### config.mk
export PLATFORM = sky130hd
export DESIGN_NAME = rom_word_seg7_scan
export DESIGN_NICKNAME = d
export VERILOG_FILES = /design/src/rtl/rom_word_seg7_scan.sv
export SDC_FILE = /design/constraint.sdc
export NUM_CORES = 1
export LEC_CHECK = 0
export BUFFER_PORTS_ARGS = -buffer_cell sky130_fd_sc_hd__buf_2
export CAP_MARGIN = 20
export CORE_AREA = 3 3 70 72
export DETAILED_ROUTE_END_ITERATION = 8
export DIE_AREA = 0 0 73 75
export PLACE_DENSITY = 0.67
export REMOVE_ABC_BUFFERS = 1
export SLEW_MARGIN = 20
export SYNTH_ARGS = -nofsm -noshare
export SYNTH_HDL_FRONTEND = slang
export SYNTH_SLANG_ARGS = --single-unit
export TNS_END_PERCENT = 5
### constraint.sdc
create_clock -name clk -period 7.4 [get_ports clk]
set_clock_uncertainty 0.2 [all_clocks]
set_input_delay 1.48 -clock clk [delete_from_list [all_inputs] [get_ports clk]]
set_output_delay 1.48 -clock clk [all_outputs]
set_load 0.01 [all_outputs]
### src/rtl/rom_word_seg7_scan.sv
// rom_word_seg7_scan
// Latches a 16-bit ROM word on a load strobe and shows it as four hex digits
// on a multiplexed, active-low 4-digit seven-segment display.
//
// Optional build macro: SEG7_LZB_EN
//   defined   -> leading-zero blanking of digits 3..1
//   undefined -> all four digits are always shown
//
// DIV_W sets the refresh prescaler width; each digit stays lit for
// 2^DIV_W clock cycles. DIV_W must be at least 1.

module rom_word_seg7_scan #(
    parameter int DIV_W = 16
) (
    input  logic        clk,
    input  logic        rst,
    input  logic [15:0] din,
    input  logic        din_vld,
    input  logic        en,
    input  logic [3:0]  dp_in,
    output logic [3:0]  an,
    output logic [6:0]  seg,
    output logic        dp,
    output logic [1:0]  idx
);

    // Terminal count of the prescaler; reaching it means the current digit
    // slot ends on the next edge.
    localparam logic [DIV_W-1:0] PRESC_MAX = {DIV_W{1'b1}};

    // All-dark pattern for the segment bus (active-low).
    localparam logic [6:0] SEG_OFF = 7'h7F;

    // Anode pattern with every digit switched off (active-low).
    localparam logic [3:0] AN_OFF = 4'b1111;

    // Hex digit to segment pattern, {g,f,e,d,c,b,a}, active-low.
    function automatic logic [6:0] hex7(input logic [3:0] nib);
        logic [6:0] pat;
        case (nib)
            4'h0:    pat = 7'h40;
            4'h1:    pat = 7'h79;
            4'h2:    pat = 7'h24;
            4'h3:    pat = 7'h30;
            4'h4:    pat = 7'h19;
            4'h5:    pat = 7'h12;
            4'h6:    pat = 7'h02;
            4'h7:    pat = 7'h78;
            4'h8:    pat = 7'h00;
            4'h9:    pat = 7'h10;
            4'hA:    pat = 7'h08;
            4'hB:    pat = 7'h03;
            4'hC:    pat = 7'h46;
            4'hD:    pat = 7'h21;
            4'hE:    pat = 7'h06;
            4'hF:    pat = 7'h0E;
            default: pat = SEG_OFF;
        endcase
        return pat;
    endfunction

    // One-hot active-low anode select for a digit index.
    function automatic logic [3:0] anode_sel(input logic [1:0] k);
        logic [3:0] sel;
        case (k)
            2'd0:    sel = 4'b1110;
            2'd1:    sel = 4'b1101;
            2'd2:    sel = 4'b1011;
            2'd3:    sel = 4'b0111;
            default: sel = AN_OFF;
        endcase
        return sel;
    endfunction

    // State registers
    logic [15:0]      data_r;
    logic [DIV_W-1:0] presc_r;
    logic [1:0]       idx_r;
    logic [3:0]       an_r;
    logic [6:0]       seg_r;
    logic             dp_r;

    // Combinational helpers
    logic             tick_s;
    logic [3:0]       nib_s;
    logic             blank_s;
    logic             show_s;
    logic [3:0]       an_s;
    logic [6:0]       seg_s;
    logic             dp_s;

    assign tick_s = (presc_r == PRESC_MAX);

    // Word latch: capture din only on a load strobe, otherwise hold.
    always_ff @(posedge clk or posedge rst) begin
        if (rst) begin
            data_r <= 16'h0000;
        end else if (din_vld) begin
            data_r <= din;
        end else begin
            data_r <= data_r;
        end
    end

    // Refresh prescaler: free-running, wraps naturally at its terminal count.
    always_ff @(posedge clk or posedge rst) begin
        if (rst) begin
            presc_r <= '0;
        end else begin
            presc_r <= presc_r + DIV_W'(1);
        end
    end

    // Digit-scan counter: advances once per prescaler wrap, 0,1,2,3,0,...
    // It keeps running while the display is disabled.
    always_ff @(posedge clk or posedge rst) begin
        if (rst) begin
            idx_r <= 2'd0;
        end else if (tick_s) begin
            idx_r <= idx_r + 2'd1;
        end else begin
            idx_r <= idx_r;
        end
    end

    // Select the nibble belonging to the currently scanned digit.
    always_comb begin
        nib_s = 4'h0;
        case (idx_r)
            2'd0:    nib_s = data_r[3:0];
            2'd1:    nib_s = data_r[7:4];
            2'd2:    nib_s = data_r[11:8];
            2'd3:    nib_s = data_r[15:12];
            default: nib_s = 4'h0;
        endcase
    end

    // Leading-zero decision: a digit is blank when it and every more
    // significant nibble are zero. Digit 0 is always shown.
    always_comb begin
        blank_s = 1'b0;
`ifdef SEG7_LZB_EN
        case (idx_r)
            2'd0:    blank_s = 1'b0;
            2'd1:    blank_s = (data_r[15:4]  == 12'h000);
            2'd2:    blank_s = (data_r[15:8]  == 8'h00);
            2'd3:    blank_s = (data_r[15:12] == 4'h0);
            default: blank_s = 1'b0;
        endcase
`else
        blank_s = 1'b0;
`endif
    end

    // Next display pattern: either the scanned digit or fully dark.
    always_comb begin
        show_s = en & ~blank_s;
        an_s   = AN_OFF;
        seg_s  = SEG_OFF;
        dp_s   = 1'b1;
        if (show_s) begin
            an_s  = anode_sel(idx_r);
            seg_s = hex7(nib_s);
            dp_s  = ~dp_in[idx_r];
        end else begin
            an_s  = AN_OFF;
            seg_s = SEG_OFF;
            dp_s  = 1'b1;
        end
    end

    // Output stage: registering anodes and segments together keeps the
    // display glitch-free and gives a fixed one-cycle latency.
    always_ff @(posedge clk or posedge rst) begin
        if (rst) begin
            an_r  <= AN_OFF;
            seg_r <= SEG_OFF;
            dp_r  <= 1'b1;
        end else begin
            an_r  <= an_s;
            seg_r <= seg_s;
            dp_r  <= dp_s;
        end
    end

    assign an  = an_r;
    assign seg = seg_r;
    assign dp  = dp_r;
    assign idx = idx_r;

endmodule

# Yosys cells after proc, flatten, opt, wreduce, memory -nomap -nowiden
# Memory sizes are Yosys's and may differ from the RTL's.
# Cells that the tools add are included.
# totals
memories	1
mem_bits_ro	112
reg_bits	46
word_cells	23
output_inout_bits	14
input_bits	24
# memory_table
name	words	width	read_ports	rd_clocked_by_memory_dff	write_ports	line_no	rtl
(name not given)	16	7	1	0	0	40	case (nib)
# classes
magnitude_cmp	1
eq_ne	4
muxes	7
n_addsub	2
n_reduce_logical	1
bitwise_logic	1
# ops
op	n
$pmux W4 S4	2
$add A16 B1 Y16 const B	1
$eq A16 B16 Y1 const B	1
$mux W7	1
$eq A2 B2 Y1 const B	2
$mux W4	1
$lt A2 B3 Y1 const B	1
$add A2 B1 Y2 const B	1
$bmux W1 S2	1
$eq A2 B1 Y1 const B	1
$logic_not A2 Y1	1
$mux W1	2
$not A1 Y1	1

# Depth between registers and ports, before layout
# depth
depth_word	4
depth_mapped	9

# Worst setup path before layout
# OpenSTA, ideal clock, no wires.
# synth_timing
path_type	input to register
startpoint	in din_vld
endpoint	reg data_r[0]
path_buffers	2
required_ns	7.075
arrival_ns	2.455
stages	3
setup_time_ns	0.125
slack_ns	4.620
cell_sequence	clkbuf_1 > clkbuf_1 > mux2_2
# synth_rtl
item	line_no	rtl
from (decl)	18	input logic din_vld,
to (signal assigned)	99	data_r <= din;
to (signal assigned)	101	data_r <= data_r;
to (decl)	76	logic [15:0] data_r;
# No word-level cell between the ends.

# Worst setup path in the final report
# layout_timing
startpoint	reg idx_r[0], in the netlist idx[0]
endpoint	reg seg_r[3], in the netlist seg[3]
# layout_via
elab_chain_cells	4
word_cells_on_any_way	7
cone_classes	3 x eq/ne; 2 x mux; 1 x reduce/logical; 1 x memory
# layout_lines
item	line_no	rtl
from (decl)	78	logic [1:0] idx_r;
from (signal assigned)	120	idx_r <= idx_r + 2'd1;
from (signal assigned)	122	idx_r <= idx_r;
$eq A2 B2 Y1, or another cell as far along	129	case (idx_r)
$pmux W4 S4 *	129	
$mem_v2 Z16 W7 *	--	
$mux W7 *	161	if (show_s) begin
via seg_s[3]	89	logic [6:0] seg_s;
to (signal assigned)	181	seg_r <= seg_s;
to (decl)	80	logic [6:0] seg_r;
# The timed path passes the listed nets; every way through them passes the cells marked *.
# A chain may end at the register's enable or synchronous reset.

==> flow_metrics.env <==
export IMPL_cts_resized=0
export IMPL_synth_flop_cell="dfrtp_1"
export IMPL_die_y_um=75
export IMPL_p_leak_nw=1.132
export IMPL_groute_usage_overall_pct=16.50
export IMPL_comb_power_share_pct=11.7
export IMPL_max_freq_ghz=0.3652
export IMPL_ios=38
export IMPL_switchingPower_mw=0.1151
export IMPL_synth_commonest_cells="dfrtp_1 (34), mux2_2 (17), nand2_1 (14)"
export IMPL_grt_start_max_net_pins=47
export IMPL_p_int_mw=0.3709
export IMPL_htreeDepth=2
export IMPL_ys_ff_latch=46
export IMPL_cts_root_buffer="clkbuf_8"
export IMPL_ys_types=32
export IMPL_setup_viol=0
export IMPL_hold_violations=0
export IMPL_wire_per_inst_um=15.07
export IMPL_area_growth_pct=14.84
export IMPL_grt_pass1_wl_um=6686
export IMPL_synth_edf_count=0
export IMPL_rsz0062_at_grt="no"
export IMPL_synth_most_common_cell="dfrtp_1"
export IMPL_ys_warn_count=0
export IMPL_cts_tree="done"
export IMPL_synth_top_area_cell="dfrtp_1"
export IMPL_path_max_fanout=7
export IMPL_routed_wl_um=3949
export IMPL_post_route_period_util_pct=37.01
export IMPL_drcViolationCount=0
export IMPL_drive_gt1_share_pct=36.67
export IMPL_cts_clk_slew_worst_paths_ns=0.08
export IMPL_finalInstanceArea_um2=2430
export IMPL_powerDensity_nw_per_um2=200.0
export IMPL_max_cap_violations=0
export IMPL_power_switching_share_pct=23.69
export IMPL_endpoint_kind="flop"
export IMPL_async_flop_share_pct=100.0
export IMPL_antenna_found_initial=0
export IMPL_worst_slew_pin_slew_ns=0.5218
export IMPL_critical_path_required_ns=7.41
export IMPL_final_util_pct=55.80
export IMPL_drt_iter0_drc=68
export IMPL_final_antenna_net_count=0
export IMPL_route_vias_total=1394
export IMPL_slew_viol_final=0
export IMPL_num_antenna_cells=0
export IMPL_synthesis_area_um2=2116
export IMPL_cts_buffer_depth=2
export IMPL_ys_seq_area_share_pct=55.12
export IMPL_outcome="complete, no violations"
export IMPL_startpoint_type="flop"
export IMPL_ys_top_cells_by_area="dfrtp_1 (40%), dfstp_2 (15%), mux2_2 (9.0%)"
export IMPL_die_area_um2=5475
export IMPL_clock_latency_ns=0.30
export IMPL_clock_sinks=46
export IMPL_maxSlewHeadroom_pct=64.53
export IMPL_cts_made_buffers=5
export IMPL_grt_overflow=0
export IMPL_worstHoldPathType="flop to flop"
export IMPL_initial_core_util_pct=48.59
export IMPL_postCtsSetupRepairBufs=0
export IMPL_criticalPathCategory="flop to flop"
export IMPL_nets=244
export IMPL_first_pass_iters=4
export IMPL_postSynthAreaPerCell_um2=12.59
export IMPL_yosysTopAreaCellShare_pct=40.21
export IMPL_ir_drop_mv=0.1105
export IMPL_grt_pass1_vias=1431
export IMPL_cp_arrival_ns=2.75
export IMPL_core_um2=4354
export IMPL_viasPerCell=5.321
export IMPL_postPlaceCellArea_um2=2340
export IMPL_place_hpwl_um=3027
export IMPL_syn_inst=168
export IMPL_die_width_um=73
export IMPL_fin_crit_ns=2.738
export IMPL_sequentialPowerShare_pct=56.6
export IMPL_ctsHoldBuffers=0
export IMPL_fp_row_count=24
export IMPL_portBuffers=37
export IMPL_tns_ns=0
export IMPL_gp_congestion=0.7998
export IMPL_pwr_share_clk_pct=31.7
==> final cells by class <==
class                      count  area (um^2)
tap                           52        65.06
inverter                      10        38.79
fill                         376         1924
timing repair buffer          38        192.7
clock buffer                   8        90.09
multi-input combinational    108        877.1
sequential                    46         1166
==> worst paths after layout <==
| check | cells after the start | start | to | slack [ns] |
|---|---|---|---|---|
| min in group asynchronous | 3 | rst | data_r[4]$_DFFE_PP0P_ | 1.11 |
| max in group asynchronous | 3 | rst | seg[0]$_DFF_PP1_ | 5.51 |
| worst min-delay path | 1 | presc_r[0]$_DFF_PP0_ | presc_r[0]$_DFF_PP0_ | 0.25 |
| worst max register to register | 9 | idx[0]$_DFFE_PP0N_ | seg[3]$_DFF_PP1_ | 4.66 |
| worst max-delay path | 9 | idx[0]$_DFFE_PP0N_ | seg[3]$_DFF_PP1_ | 4.66 |
| worst min register to register | 1 | presc_r[0]$_DFF_PP0_ | presc_r[0]$_DFF_PP0_ | 0.25 |
==> critical path, cell delays in order (launching register included) <==
cell       delay (ns)
dfrtp_1          0.44
inv_1            0.15
ha_1             0.23
clkinv_2         0.14
a21oi_1          0.38
inv_1            0.18
ha_1             0.34
a211oi_1         0.06
a2111oi_0        0.45
a31oi_1          0.07
==> per-layer routing <==
metal	routed length (um)	vias up	global-route usage [%]
met4	89	0	7.787
met5	0	-	0
met3	182	10	3.471
met1	1548	678	18.85
li1	-	672	-
met2	2129	34	29.49
==> per-stage QoR <==
| stage | hold WS (ns) | instances | power [mW] | worst slack (ns) |
|---|---|---|---|---|
| global placement | 0.2344 | 254 | 0.3344 | 4.896 |
| floorplan | 0.2224 | 164 | 0.3144 | 4.652 |
| global route | 0.2846 | 262 | 0.5101 | 4.435 |
| CTS | 0.2574 | 262 | 0.4933 | 4.663 |
| detailed placement | 0.2447 | 254 | 0.3377 | 4.709 |
| finish | 0.2513 | 262 | 0.4860 | 4.662 |
==> placed cells by master (no fill, tap or decap), drive strengths merged <==
cell type and n:
a2111oi 1, a211oi 2, a21o 1, a21oi 2
a221o 1, a222oi 4, a31oi 3, and2b 1
and3 4, buf 38, clkbuf 8, clkinv 1
dfrtp 34, dfstp 12, ha 11, inv 9
mux2 17, mux2i 6, mux4 1, nand2 14
nand3 7, nand4 1, nor2 5, nor2b 2
nor3 2, o21ai 5, o221ai 2, o311ai 1
xnor2 9, xor2 6
==> sequential cells by signal (all words and copies together), names as in the netlist <==
register and flops:
dp 1, data_r 16, presc_r 16, an 4, seg 7, idx 2
==> logic make-up after synthesis <==
| family | count (synthesis) | synth area share, % |
|---|---|---|
| buf+inv | 14 | 3.429 |
| fa+ha+maj | 11 | 6.505 |
| xor+xnor | 15 | 6.210 |
| mux | 24 | 13.13 |
| compound gates | 22 | 7.688 |
| simple gates | 36 | 7.924 |
| flops | 46 | 55.12 |
==> power groups by stage <==
stage,sequential [mW],combinational [mW],clock (mW)
final,0.275,0.0570,0.154
after global routing,0.277,0.0642,0.169
after CTS,0.275,0.0578,0.160
after detailed placement,0.280,0.0578,0
after global placement,0.279,0.0552,0
after floorplan,0.280,0.0339,0
(Power assumes the default switching activity.)
